==> config.mk <==
export PLATFORM = sky130hd
export DESIGN_NAME = multicycle_control
export DESIGN_NICKNAME = d
export VERILOG_FILES = /design/src/rtl/mips_pkg.sv /design/src/rtl/multicycle_control_perf_counters.sv /design/src/rtl/multicycle_control.sv
export SDC_FILE = /design/constraint.sdc
export NUM_CORES = 1
export LEC_CHECK = 0
export ABC_CLOCK_PERIOD_IN_PS = 2650
export CAP_MARGIN = 20
export CELL_PAD_IN_SITES_DETAIL_PLACEMENT = 1
export CELL_PAD_IN_SITES_GLOBAL_PLACEMENT = 1
export CORE_MARGIN = 5
export CORE_UTILIZATION = 37
export DETAILED_ROUTE_END_ITERATION = 10
export GPL_TIMING_DRIVEN = 0
export MAX_ROUTING_LAYER = met4
export PLACE_DENSITY = 0.84
export SYNTH_ARGS = -nofsm -noshare
export SYNTH_HDL_FRONTEND = slang
export SYNTH_SLANG_ARGS = --single-unit
==> constraint.sdc <==
create_clock -name clk -period 2.65 [get_ports clk]
set_input_delay 0.265 -clock clk [delete_from_list [all_inputs] [get_ports clk]]
set_output_delay 0.265 -clock clk [all_outputs]
set_load 0.005 [all_outputs]
==> src/rtl/mips_pkg.sv <==
// Shared encodings for the multi-cycle MIPS control path: opcodes, ALU and mux
// selects, and the main control FSM state type.
package mips_pkg;

   localparam logic [5:0] OP_RTYPE = 6'b000000;
   localparam logic [5:0] OP_LW    = 6'b100011;
   localparam logic [5:0] OP_SW    = 6'b101011;
   localparam logic [5:0] OP_BEQ   = 6'b000100;
   localparam logic [5:0] OP_BNE   = 6'b000101;
   localparam logic [5:0] OP_J     = 6'b000010;
   localparam logic [5:0] OP_ADDI  = 6'b001000;
   localparam logic [5:0] OP_ANDI  = 6'b001100;

   localparam logic [1:0] ALUOP_ADD   = 2'b00;
   localparam logic [1:0] ALUOP_SUB   = 2'b01;
   localparam logic [1:0] ALUOP_FUNCT = 2'b10;
   localparam logic [1:0] ALUOP_AND   = 2'b11;

   localparam logic [1:0] ALUB_REG    = 2'b00;
   localparam logic [1:0] ALUB_FOUR   = 2'b01;
   localparam logic [1:0] ALUB_IMM    = 2'b10;
   localparam logic [1:0] ALUB_IMM_SH = 2'b11;

   localparam logic [1:0] PCSRC_ALU    = 2'b00;
   localparam logic [1:0] PCSRC_ALUOUT = 2'b01;
   localparam logic [1:0] PCSRC_JUMP   = 2'b10;

   typedef enum logic [3:0] {
      ST_FETCH  = 4'd0,
      ST_DECODE = 4'd1,
      ST_MEMADR = 4'd2,
      ST_MEMRD  = 4'd3,
      ST_MEMWB  = 4'd4,
      ST_MEMWR  = 4'd5,
      ST_RSEXEC = 4'd6,
      ST_RWB    = 4'd7,
      ST_IEXEC  = 4'd8,
      ST_IWB    = 4'd9,
      ST_BRANCH = 4'd10,
      ST_JUMP   = 4'd11,
      ST_TRAP   = 4'd12
   } state_t;

endpackage

==> src/rtl/multicycle_control_perf_counters.sv <==
// Free-running cycle and retired-instruction counters; both wrap naturally.
module perf_counters #(
   parameter int CNT_W = 32
) (
   input  logic             clk,
   input  logic             rst_n,
   input  logic             en_cycle,
   input  logic             en_instr,
   output logic [CNT_W-1:0] cycle_cnt,
   output logic [CNT_W-1:0] instr_cnt
);

   always_ff @(posedge clk or negedge rst_n) begin
      if (!rst_n) begin
         cycle_cnt <= '0;
         instr_cnt <= '0;
      end else begin
         if (en_cycle) cycle_cnt <= cycle_cnt + 1'b1;
         if (en_instr) instr_cnt <= instr_cnt + 1'b1;
      end
   end

endmodule

==> src/rtl/multicycle_control.sv <==
// Main control FSM for the multi-cycle MIPS datapath with memory wait states,
// illegal-opcode trap and performance counters.
//
//  state  | meaning
//  FETCH  | read instruction at PC, PC+4; wait for mem_ready
//  DECODE | read registers, precompute branch target
//  MEMADR | compute load/store address
//  MEMRD  | load data read; wait for mem_ready
//  MEMWB  | write MDR to rt
//  MEMWR  | store data write; wait for mem_ready
//  RSEXEC | R-type ALU operation
//  RWB    | write ALUOut to rd
//  IEXEC  | addi/andi ALU operation
//  IWB    | write ALUOut to rt
//  BRANCH | compare and conditionally load branch target
//  JUMP   | load jump target
//  TRAP   | illegal opcode; held until reset
module multicycle_control
   import mips_pkg::*;
#(
   parameter int CNT_W = 32
) (
   input  logic             clk,
   input  logic             rst_n,
   input  logic [5:0]       opcode,
   input  logic             mem_ready,
   output logic             pc_write,
   output logic             pc_write_beq,
   output logic             pc_write_bne,
   output logic             i_or_d,
   output logic             mem_read,
   output logic             mem_write,
   output logic             ir_write,
   output logic             mem_to_reg,
   output logic             reg_dst,
   output logic             reg_write,
   output logic             alu_src_a,
   output logic [1:0]       alu_src_b,
   output logic [1:0]       alu_op,
   output logic [1:0]       pc_source,
   output logic             trap,
   output logic [CNT_W-1:0] cycle_cnt,
   output logic [CNT_W-1:0] instr_cnt
);

   state_t state;
   state_t state_nxt;
   logic   en_cycle;
   logic   en_instr;

   always_ff @(posedge clk or negedge rst_n) begin
      if (!rst_n) state <= ST_FETCH;
      else        state <= state_nxt;
   end

   always_comb begin
      state_nxt = ST_FETCH;
      case (state)
         ST_FETCH:  state_nxt = mem_ready ? ST_DECODE : ST_FETCH;
         ST_DECODE: begin
            case (opcode)
               OP_LW, OP_SW:     state_nxt = ST_MEMADR;
               OP_RTYPE:         state_nxt = ST_RSEXEC;
               OP_ADDI, OP_ANDI: state_nxt = ST_IEXEC;
               OP_BEQ, OP_BNE:   state_nxt = ST_BRANCH;
               OP_J:             state_nxt = ST_JUMP;
               default:          state_nxt = ST_TRAP;
            endcase
         end
         ST_MEMADR: state_nxt = (opcode == OP_LW) ? ST_MEMRD : ST_MEMWR;
         ST_MEMRD:  state_nxt = mem_ready ? ST_MEMWB : ST_MEMRD;
         ST_MEMWB:  state_nxt = ST_FETCH;
         ST_MEMWR:  state_nxt = mem_ready ? ST_FETCH : ST_MEMWR;
         ST_RSEXEC: state_nxt = ST_RWB;
         ST_RWB:    state_nxt = ST_FETCH;
         ST_IEXEC:  state_nxt = ST_IWB;
         ST_IWB:    state_nxt = ST_FETCH;
         ST_BRANCH: state_nxt = ST_FETCH;
         ST_JUMP:   state_nxt = ST_FETCH;
         ST_TRAP:   state_nxt = ST_TRAP;
         default:   state_nxt = ST_FETCH;
      endcase
   end

   always_comb begin
      pc_write     = 1'b0;
      pc_write_beq = 1'b0;
      pc_write_bne = 1'b0;
      i_or_d       = 1'b0;
      mem_read     = 1'b0;
      mem_write    = 1'b0;
      ir_write     = 1'b0;
      mem_to_reg   = 1'b0;
      reg_dst      = 1'b0;
      reg_write    = 1'b0;
      alu_src_a    = 1'b0;
      alu_src_b    = ALUB_REG;
      alu_op       = ALUOP_ADD;
      pc_source    = PCSRC_ALU;
      trap         = 1'b0;
      case (state)
         ST_FETCH: begin
            mem_read  = 1'b1;
            alu_src_b = ALUB_FOUR;
            ir_write  = mem_ready;
            pc_write  = mem_ready;
         end
         ST_DECODE: alu_src_b = ALUB_IMM_SH;
         ST_MEMADR: begin
            alu_src_a = 1'b1;
            alu_src_b = ALUB_IMM;
         end
         ST_MEMRD: begin
            mem_read = 1'b1;
            i_or_d   = 1'b1;
         end
         ST_MEMWB: begin
            reg_write  = 1'b1;
            mem_to_reg = 1'b1;
         end
         ST_MEMWR: begin
            mem_write = 1'b1;
            i_or_d    = 1'b1;
         end
         ST_RSEXEC: begin
            alu_src_a = 1'b1;
            alu_op    = ALUOP_FUNCT;
         end
         ST_RWB: begin
            reg_write = 1'b1;
            reg_dst   = 1'b1;
         end
         ST_IEXEC: begin
            alu_src_a = 1'b1;
            alu_src_b = ALUB_IMM;
            alu_op    = (opcode == OP_ANDI) ? ALUOP_AND : ALUOP_ADD;
         end
         ST_IWB: reg_write = 1'b1;
         ST_BRANCH: begin
            alu_src_a    = 1'b1;
            alu_op       = ALUOP_SUB;
            pc_source    = PCSRC_ALUOUT;
            pc_write_beq = (opcode == OP_BEQ);
            pc_write_bne = (opcode == OP_BNE);
         end
         ST_JUMP: begin
            pc_write  = 1'b1;
            pc_source = PCSRC_JUMP;
         end
         ST_TRAP: trap = 1'b1;
         default: ;
      endcase
   end

   // Retire on the exit edge of each instruction's final state.
   assign en_cycle = (state != ST_TRAP);
   assign en_instr = (state == ST_MEMWB) || (state == ST_RWB) || (state == ST_IWB) ||
                     (state == ST_BRANCH) || (state == ST_JUMP) ||
                     ((state == ST_MEMWR) && mem_ready);

   perf_counters #(
      .CNT_W (CNT_W)
   ) u_perf_counters (
      .clk       (clk),
      .rst_n     (rst_n),
      .en_cycle  (en_cycle),
      .en_instr  (en_instr),
      .cycle_cnt (cycle_cnt),
      .instr_cnt (instr_cnt)
   );

endmodule

==> flow_metrics.tcl, run 1 <==
set metrics [dict create \
    outcome "finished clean" \
    clkTransAtPathRegs_ns 0.07 \
    final_cell_area_sq_um 4670 \
    synth_warnings 0 \
    syn_area_sq_um 3420 \
    cts-root-buf "clkbuf_8" \
    dp_slack_ns 0.103 \
    crit_fanout 16 \
    route.vias.total 2884 \
    wl_mm 9.29 \
    worstMarginPinSlew_ns 0.871 \
    hold_violations 0 \
    whs_ns 0.0334 \
    cts.path.max_buffers 2 \
    crit_path_max_incr_delay_ns 0.62 \
    setup_viol 0 \
    layout_common_cells "87 x clkdlybuf4s50_1, 68 x dfrtp_1, 52 x xnor2_1" \
    gp_congestion 0.830 \
    async_flop_share_pct 100 \
    rsz0062_at_grt "false" \
    p_leak_nw 1.96 \
    maxSlewHeadroom_pct 41.9 \
    r2r_end "u_perf_counters.cycle_cnt[29]" \
    cpMaxStageDelayCell "dfrtp_1" \
    cts_max_level 3 \
    syn_to_final_growth_pct 36.5 \
    critPathKind "reg -> out" \
    antenna_left 0 \
    drive_above_1_share_pct 7.09 \
    netlist_top_cells_area "dfrtp_1 50%, xnor2_1 13%, nand4_1 3.8%, nand3_1 3.2%, nand2_1 3.2%" \
    first_pass_iters 4 \
    postCtsSetupRepairBufs 0 \
    worstPathArrival_ns 2.16 \
    clock_power_share_pct 28.9 \
    diodes 0 \
    min_period_ns 2.43 \
    grt_pass1_vias 3148 \
    crit_chain "nand2_1 -> or3_1 -> a21oi_1 -> clkdlybuf4s50_1" \
    grt_usage_pct 17.5 \
    yosysTopAreaCellShare_pct 49.7 \
    syn_inst 333 \
    total_power_mw 3.36 \
    hpwl_mm 6.93 \
    cts_buffers 9 \
    grt_max_degree 69 \
    antenna_found_initial 0 \
    clkSinkCount 68 \
    setup_tns_ns 0 \
    switching_share_pct 32.5 \
    yosys_most_used_dff "dfrtp_1" \
    final_common_cell "clkdlybuf4s50_1" \
    first_iter_violations 61 \
    reg2reg_slack_ns 0.34 \
    dpl-instance-area_sq_um 4450 \
    syn-num-nets 344 \
    syn_avg_cell_area_sq_um 10.3 \
    min_path_type "in -> async" \
    finalCritPeriodShare_pct 91.7 \
    avgRoutedWirePerCell_um 17.0 \
    synth_area_leader_cell "dfrtp_1" \
    ys_seq_area_share_pct 49.7 \
    initial_core_util_pct 37.6 \
    synth_seq_cells 68 \
    power.density_nw_per_um2 719 \
    die_w_um 106 \
    sequentialPowerShare_pct 40.0 \
    power.switching_mw 1.09 \
    grt-ovfl-total 0 \
    ios 91 \
    max-cap-violations 0 \
    die_h_um 106 \
    row_count 35 \
    grt_pass1_wl_mm 15.6 \
    crit_required_ns 2.38 \
    start_kind "register" \
    r2r_start "state[3]" \
    slew_viol_final 0 \
    p_int_mw 2.27 \
    cp-end-kind "output pin" \
    dieArea_sq_um 11300 \
    ctsHoldBuffers 0 \
    core_area_sq_um 9110 \
    route.detailed.drc 0 \
    finClkSkew_ns 0.00974 \
    port_buffers 89 \
    r2r_cells 7 \
    nets 443 \
    fmax_mhz 412 \
    synth_cell_types 44 \
    clock_latency_ns 0.34 \
    viasPerCell 5.26 \
    peakVddDrop_mv 0.390 \
    synth_edf_count 0 \
    setup_ws_ns 0.221 \
    ctsResizeCount 0 \
    cts_tree "built" \
    combPwrFrac_pct 31.1 \
]
flip-flops by register name (all words and copies together), names as in the netlist:
| register | cells |
|---|---|
| u_perf_counters.cycle_cnt | 32 |
| u_perf_counters.instr_cnt | 32 |
| state | 4 |
synth_stat cells (all sizes together) (3+ instances only):
| cell | n |
|---|---|
| dfrtp | 68 |
| xnor2 | 52 |
| nand2 | 29 |
| nor2 | 25 |
| nand3 | 22 |
| nand4 | 21 |
| and3 | 14 |
| xor2 | 11 |
| a21oi | 7 |
| and4 | 7 |
| clkbuf | 7 |
| nor3 | 7 |
| nor4 | 7 |
| inv | 6 |
| nand2b | 5 |
| and2 | 4 |
| buf | 4 |
| nor2b | 3 |
| o21ai | 3 |
| o22ai | 3 |
| or2 | 3 |
kinds of logic after synthesis:
group / after synthesis / share of synthesized area, %
AO/OA/AOI/OAI: 23 / 4.53
XOR/XNOR: 63 / 16.1
adder cells (fa/ha/maj): 2 / 0.731
buffers and inverters: 17 / 2.08
flip-flops: 68 / 49.7
multiplexers: 4 / 1.24
AND/OR/NAND/NOR: 156 / 25.6
worst max-delay path: cells and delay by family, from the launching register on:
kind,cells,cell delay [ns]
buffers and inverters,1,0.53
and+or+nand+nor,2,0.52
AOI/OAI and AO/OA,1,0.16
DFF,1,0.62
metrics by stage:
| stage | utilization, % | cells |
|---|---|---|
| 6_report | 51.3 | 548 |
| 3_5_place_dp | 48.9 | 533 |
| 3_3_place_gp | 48.9 | 533 |
| 4_1_cts | 51.3 | 549 |
| 5_1_grt | 51.3 | 548 |
| 2_1_floorplan | - | 333 |
area by class of cell:
cell class	instances	area (sq um)
Fill cell	1046	4440
Sequential cell	68	1700
Multi-Input combinational cell	248	1650
Timing Repair Buffer	89	891
Tap cell	111	139
Clock buffer	10	138
Clock inverter	6	86.3
Buffer	10	45.0
Inverter	6	22.5
power by group through the flow:
stage	clock network (mW)	registers [mW]	logic [mW]
final	0.971	1.34	1.05
after global routing	1.04	1.37	1.15
after CTS	0.988	1.33	1.08
after detailed placement	0	1.34	1.07
after global placement	0	1.33	1.05
after floorplan	0	1.32	0.560
worst max-delay path by stage:
stage	from	endpoint	cells after the start
6_report	state[3]	alu_op[1]	4
2_1_floorplan	state[2]	u_perf_counters.cycle_cnt[26]	6
3_5_place_dp	opcode[1]	alu_op[1]	7
3_3_place_gp	rst_n	u_perf_counters.instr_cnt[0]	1
4_1_cts	state[3]	alu_op[1]	5
5_1_grt	state[3]	alu_op[1]	4
per-layer routing:
| metal | vias up | GRT usage (%) | part of all wire (%) |
|---|---|---|---|
| met5 | - | - | 0 |
| met4 | 0 | 3.33 | 0.63 |
| met3 | 6 | 4.55 | 5.2 |
| met2 | 76 | 29.3 | 49 |
| met1 | 1433 | 21.6 | 46 |
| li1 | 1369 | - | - |
No activity file was read; power rests on OpenSTA's default activity.
==> inputs of run 2 (changes only) <==
--- a/config.mk
+++ b/config.mk
@@ -9,7 +9,6 @@
 export CAP_MARGIN = 20
 export CELL_PAD_IN_SITES_DETAIL_PLACEMENT = 1
 export CELL_PAD_IN_SITES_GLOBAL_PLACEMENT = 1
-export CORE_MARGIN = 5
 export CORE_UTILIZATION = 37
 export DETAILED_ROUTE_END_ITERATION = 10
 export GPL_TIMING_DRIVEN = 0
==> run 2 against run 1 <==
  * The run now ends with design-rule violations left
  * Sequential power about the same
  * First-iteration DRC count is 34% higher
  * Wire length fell by 2.6%
  * Core utilization up 1.3 points
  * Register-to-register slack lost 0.02 ns
  * Via count decreased by 0.59%
  * Count of clock-buffer cells in the layout down 1
  * Critical path depth stayed put
  * Die area decreased by 15%
  * Largest power group unchanged
==> flow_metrics.tcl, run 2 (synthesis gave the netlist of run 1 again) <==
set metrics [dict create \
    final_common_cell "clkdlybuf4s50_1" \
    wl_mm 9.05 \
    worstMarginPinSlew_ns 0.862 \
    gp_congestion 0.846 \
    die_w_um 98.2 \
    layoutNonFillerInstCount 544 \
    largestRegisters "u_perf_counters.cycle_cnt: 32 flops, u_perf_counters.instr_cnt: 32 flops, state: 4 flops" \
    peakVddDrop_mv 0.366 \
    max-cap-violations 0 \
    row_count 34 \
    cts.path.max_buffers 2 \
    diodes 0 \
    first_pass_iters 9 \
    postCtsSetupRepairBufs 0 \
    power.density_nw_per_um2 719 \
    crit_fanout 16 \
    grt_max_degree 69 \
    syn_to_final_growth_pct 36.1 \
    cts_tree "built" \
    avgRoutedWirePerCell_um 16.6 \
    total_power_mw 3.35 \
    port_buffers 89 \
    viasPerCell 5.27 \
    cts_buffers 9 \
    hpwl_mm 6.64 \
    clock_latency_ns 0.35 \
    layout_common_cells "87 x clkdlybuf4s50_1, 68 x dfrtp_1, 52 x xnor2_1" \
    route.detailed.drc 4 \
    grt_usage_pct 20.8 \
    rsz0062_at_grt "false" \
    initial_core_util_pct 38.7 \
    cp-startpoint "state[3]" \
    worstPathArrival_ns 2.23 \
    violations "design-rule violations" \
    r2r_start "state[3]" \
    route.vias.total 2867 \
    grt-ovfl-total 0 \
    nets 443 \
    min_period_ns 2.49 \
    cp-end-kind "output pin" \
    outcome "complete, but fails checks" \
    antenna_left 0 \
    crit_required_ns 2.38 \
    drive_above_1_share_pct 6.88 \
    core_area_sq_um 8850 \
    grt_pass1_wl_mm 15.4 \
    ios 91 \
    grt_pass1_vias 3063 \
    critPathKind "reg -> out" \
    dp.cells 530 \
    fmax_mhz 401 \
    cts_max_level 3 \
    p_leak_nw 1.95 \
    antenna_found_initial 0 \
    dieArea_sq_um 9640 \
    start_kind "register" \
    first_iter_violations 82 \
    min_path_type "in -> async" \
    finClkSkew_ns 0.0127 \
    clkTransAtPathRegs_ns 0.08 \
    finalCritPeriodShare_pct 94.0 \
    dp_slack_ns 0.115 \
    die_h_um 98.2 \
    clkSinkCount 68 \
    setup_viol 0 \
    slew_viol_final 0 \
    setup_ws_ns 0.158 \
    cts-root-buf "clkbuf_8" \
    whs_ns 0.0221 \
    maxSlewHeadroom_pct 42.5 \
    hold_violations 0 \
]
run 2: cell types whose count changed in the layout (fill, tap and decap cells not counted), sizes merged:
cell      previous run  this run
clkinv               2         1
clkinvlp             1         2
clkbuf              16        15
run 2: timing repair:
| item | in CTS | in global routing |
|---|---|---|
| resized for setup | 0 | 1 |
| endpoints found under the setup margin | 1 | 1 |
| hold buffers | 0 | 0 |
| cloned | 0 | 0 |
run 2: path summary, 6_finish.rpt:
check                                           endpoint  slack, ns  depth (start not counted)
hold reg to reg            u_perf_counters.instr_cnt[31]       0.48                          1
hold / removal             u_perf_counters.cycle_cnt[13]       0.02                          1
setup reg to reg           u_perf_counters.cycle_cnt[29]       0.32                          7
setup / recovery                               alu_op[1]       0.16                          4
max in group asynchronous  u_perf_counters.instr_cnt[31]       2.05                          1
min in group clk           u_perf_counters.instr_cnt[31]       0.48                          1
run 2: where the power goes:
group	internal (mW)	leakage [nW]	switching, mW
logic	0.555	0.936	0.498
clock network	0.526	0.102	0.422
registers	1.16	0.914	0.190
total	2.24	1.95	1.11
run 2: stage by stage:
| stage | utilization [%] | cell area [sq um] | setup TNS [ns] |
|---|---|---|---|
| floorplan | - | 3420 | 0 |
| global placement | 50.3 | 4450 | -65.40 |
| detailed placement | 50.3 | 4450 | 0 |
| CTS | 52.6 | 4660 | 0 |
| global route | 52.6 | 4660 | 0 |
| finish | 52.6 | 4660 | 0 |
run 2: layout make-up:
type | instances | area, sq um
Tap cell | 108 | 135
Inverter | 6 | 22.5
Clock inverter | 6 | 88.8
Timing Repair Buffer | 89 | 891
Multi-Input combinational cell | 248 | 1650
Fill cell | 992 | 4190
Clock buffer | 9 | 124
Buffer | 10 | 45.0
Sequential cell | 68 | 1700
run 2: per-layer routing:
metal	vias to the layer above	GRT usage [%]	part of all wire [%]
li1	1363	-	-
met1	1423	26.3	46
met2	71	33.5	49
met3	10	4.29	4.3
met4	0	6.54	1.3
met5	-	-	0
run 2: worst max-delay path, cell delays in order, from the launching register on:
cell	delay (ns)
dfrtp_1	0.63
nand2_1	0.17
or3_1	0.38
a21oi_1	0.16
clkdlybuf4s50_1	0.54
==> inputs of run 3 (changes only) <==
--- a/config.mk
+++ b/config.mk
@@ -9,11 +9,12 @@
 export CAP_MARGIN = 20
 export CELL_PAD_IN_SITES_DETAIL_PLACEMENT = 1
 export CELL_PAD_IN_SITES_GLOBAL_PLACEMENT = 1
-export CORE_UTILIZATION = 37
+export CORE_UTILIZATION = 38
 export DETAILED_ROUTE_END_ITERATION = 10
 export GPL_TIMING_DRIVEN = 0
 export MAX_ROUTING_LAYER = met4
-export PLACE_DENSITY = 0.84
+export PLACE_DENSITY = 0.85
 export SYNTH_ARGS = -nofsm -noshare
 export SYNTH_HDL_FRONTEND = slang
+export SYNTH_HIERARCHICAL = 1
 export SYNTH_SLANG_ARGS = --single-unit
==> run 3 against run 2 <==
  * The run now ends clean
  * Count of clock-buffer cells in the layout increased by 1
  * Via count increased by 6.0%
  * Critical endpoint is now u_perf_counters/instr_cnt[31]
  * Maximum frequency up 2.3%
  * Core utilization fell by 0.58 points
  * Highest routed layer unchanged
  * Clock power down 10%
  * Die area is 1.7% higher
  * Global-route usage grew 0.23 points
  * Flip-flop and latch count unchanged
  * Register-to-register slack worse by 0.11 ns
  * Largest cell class is now multi-input combinational cells
  * Sequential power barely moved
  * Total power fell by 3.3%
  * Synthesized cell count up 3.6%
==> flow_metrics.tcl, run 3 <==
set metrics [dict create \
    sequentialPowerShare_pct 41.2 \
    switching_share_pct 33.3 \
    dieArea_sq_um 9800 \
    crit_required_ns 2.88 \
    core_area_sq_um 9200 \
    slew_viol_final 0 \
    fmax_mhz 411 \
    cts_max_level 3 \
    rsz0062_at_grt "false" \
    die_h_um 99.0 \
    syn-num-nets 356 \
    max-cap-violations 0 \
    setup_viol 0 \
    reg2reg_slack_ns 0.21 \
    port_buffers 87 \
    r2r_start "state[3]" \
    grt_pass1_vias 3131 \
    yosys_most_used_dff "dfrtp_1" \
    yosysTopAreaCellShare_pct 47.6 \
    power.switching_mw 1.08 \
    grt-ovfl-total 0 \
    min_period_ns 2.44 \
    r2r_end "u_perf_counters/instr_cnt[31]" \
    die_w_um 99.0 \
    worstPathArrival_ns 2.66 \
    min_path_type "in -> async" \
    crit_fanout 10 \
    initial_core_util_pct 38.9 \
    r2r_cells 7 \
    synth_commonest_cells "68 x dfrtp_1, 43 x xnor2_1, 24 x nand2_1" \
    async_flop_share_pct 100 \
    ios 91 \
    layout_common_cells "86 x clkdlybuf4s50_1, 67 x dfrtp_1, 43 x xnor2_1" \
    finalCritPeriodShare_pct 91.9 \
    netlist_top_cells_area "dfrtp_1 48%, xnor2_1 11%, xor2_1 4.9%, nand4_1 4.0%, nand3_1 2.8%" \
    clkTransAtPathRegs_ns 0.08 \
    power.density_nw_per_um2 676 \
    crit_path_max_incr_delay_ns 0.43 \
    ys_seq_area_share_pct 47.6 \
    first_iter_violations 54 \
    gp_congestion 0.885 \
    worstMarginPinSlew_ns 0.868 \
    p_leak_nw 2.00 \
    drive_above_1_share_pct 10.7 \
    viasPerCell 5.45 \
    start_kind "register" \
    maxSlewHeadroom_pct 42.1 \
    final_cell_area_sq_um 4790 \
    grt_max_degree 69 \
    synth_seq_cells 68 \
    row_count 35 \
    p_int_mw 2.16 \
    grt_busiest_layer "met2" \
    seqCellArea_sq_um 1700 \
    clock_power_share_pct 26.3 \
    clkSinkCount 68 \
    antenna_left 0 \
    synth_warnings 6 \
    outcome "finished clean" \
    cp-end-kind "register" \
    crit_chain "clkbuf_1 -> nand2b_2 -> o22ai_4 -> and3_1 -> and4_1 -> nand4_1 -> xnor2_1" \
    setup_ws_ns 0.215 \
    cts.path.max_buffers 2 \
    route.detailed.drc 0 \
    syn_avg_cell_area_sq_um 10.4 \
    critPathKind "reg -> reg" \
    clock_latency_ns 0.34 \
    diodes 0 \
    syn_inst 345 \
    cts_tree "built" \
    combPwrFrac_pct 32.5 \
    first_pass_iters 4 \
    peakVddDrop_mv 0.353 \
    avgRoutedWirePerCell_um 17.0 \
    dp_slack_ns -0.202 \
    use_met2_pct 35.3 \
    synth_cell_types 48 \
    route.vias.total 3039 \
    final_common_cell "clkdlybuf4s50_1" \
    cts-root-buf "clkbuf_8" \
    synth_edf_count 0 \
    hold_violations 0 \
    synth_area_leader_cell "dfrtp_1" \
    met3_usage_pct 3.40 \
    met1_usage_pct 25.8 \
    wl_mm 9.49 \
    yosysMostFrequentCell "dfrtp_1" \
    cts_buffers 9 \
    cpMaxStageDelayCell "dfrtp_1" \
    largestRegisters "u_perf_counters/cycle_cnt: 32 flops, u_perf_counters/instr_cnt: 32 flops, state: 4 flops" \
    syn_to_final_growth_pct 33.9 \
    nets 453 \
    syn_area_sq_um 3580 \
    grt_pass1_wl_mm 15.9 \
    antenna_found_initial 0 \
    postCtsSetupRepairBufs 0 \
    multiInputGateArea_sq_um 1800 \
    fill_cells 1048 \
    grt_usage_pct 21.0 \
    dpl-instance-area_sq_um 4580 \
    hpwl_mm 6.80 \
    finClkSkew_ns 0.00906 \
]
[run 3: stage by stage]
stage | hold slack, ns | util [%] | power (mW) | TNS, ns | instances
final | 0.0248 | 52.1 | 3.24 | 0 | 558
after global placement | 0.460 | 49.9 | 2.34 | -66.64 | 543
after global routing | 0.0952 | 52.1 | 3.43 | 0 | 558
after detailed placement | 0.438 | 49.8 | 2.38 | -0.982 | 543
after floorplan | -0.0306 | - | 1.84 | 0 | 345
after CTS | 0.0531 | 52.0 | 3.26 | 0 | 559
[run 3: layout make-up]
type | instances | share of cell area, %
inverter | 4 | 0.314
clock inverter | 6 | 1.33
clock buffer | 10 | 2.67
sequential | 68 | 35.6
multi-input combinational | 258 | 37.5
tap | 111 | 2.90
buffer | 14 | 1.54
timing repair buffer | 87 | 18.1
[run 3: worst max-delay path by stage]
stage / slack, ns / start / end / cells past startpoint
2_1_floorplan: 0.46 / state[3] / u_perf_counters/instr_cnt[28] / 8
5_1_grt: 0.02 / state[2] / pc_write_bne / 7
6_report: 0.21 / state[3] / u_perf_counters/instr_cnt[31] / 7
3_3_place_gp: -0.98 / rst_n / u_perf_counters/instr_cnt[17] / 1
3_5_place_dp: -0.20 / mem_ready / u_perf_counters/instr_cnt[31] / 8
4_1_cts: 0.02 / state[3] / u_perf_counters/instr_cnt[31] / 8
[run 3: logic make-up after synthesis]
family                     share of synthesized area [%]
and+or+nand+nor                                     28.6
DFF                                                 47.6
xor gates and xnor gates                            15.4
AOI/OAI and AO/OA                                   4.23
buffers and inverters                               2.59
muxes                                              0.910
adders and majority gates                          0.700
[run 3: worst max-delay path, delay by kind of cell (launching register included)]
| kind | cells | cell delay (ns) |
|---|---|---|
| simple gates | 4 | 1.21 |
| xor+xnor | 1 | 0.17 |
| flops | 1 | 0.43 |
| buf+inv | 1 | 0.23 |
| compound gates | 1 | 0.28 |
[run 3: per-layer routing]
metal	vias to the layer above	wire (um)
met1	1536	4270
met5	-	0
met2	77	4770
li1	1410	-
met3	16	300
met4	0	152
[run 3: power groups by stage]
stage	registers, mW	logic (mW)	clock network [mW]
2_1_floorplan	1.33	0.515	0
3_3_place_gp	1.34	0.992	0
3_5_place_dp	1.36	1.03	0
4_1_cts	1.34	1.04	0.877
5_1_grt	1.36	1.15	0.924
6_report	1.33	1.05	0.851
[run 3: repair_timing]
action                     4_1_cts  5_1_grt
setup endpoints to repair       10        9
hold buffers                     0        0
gates resized for setup          1        3
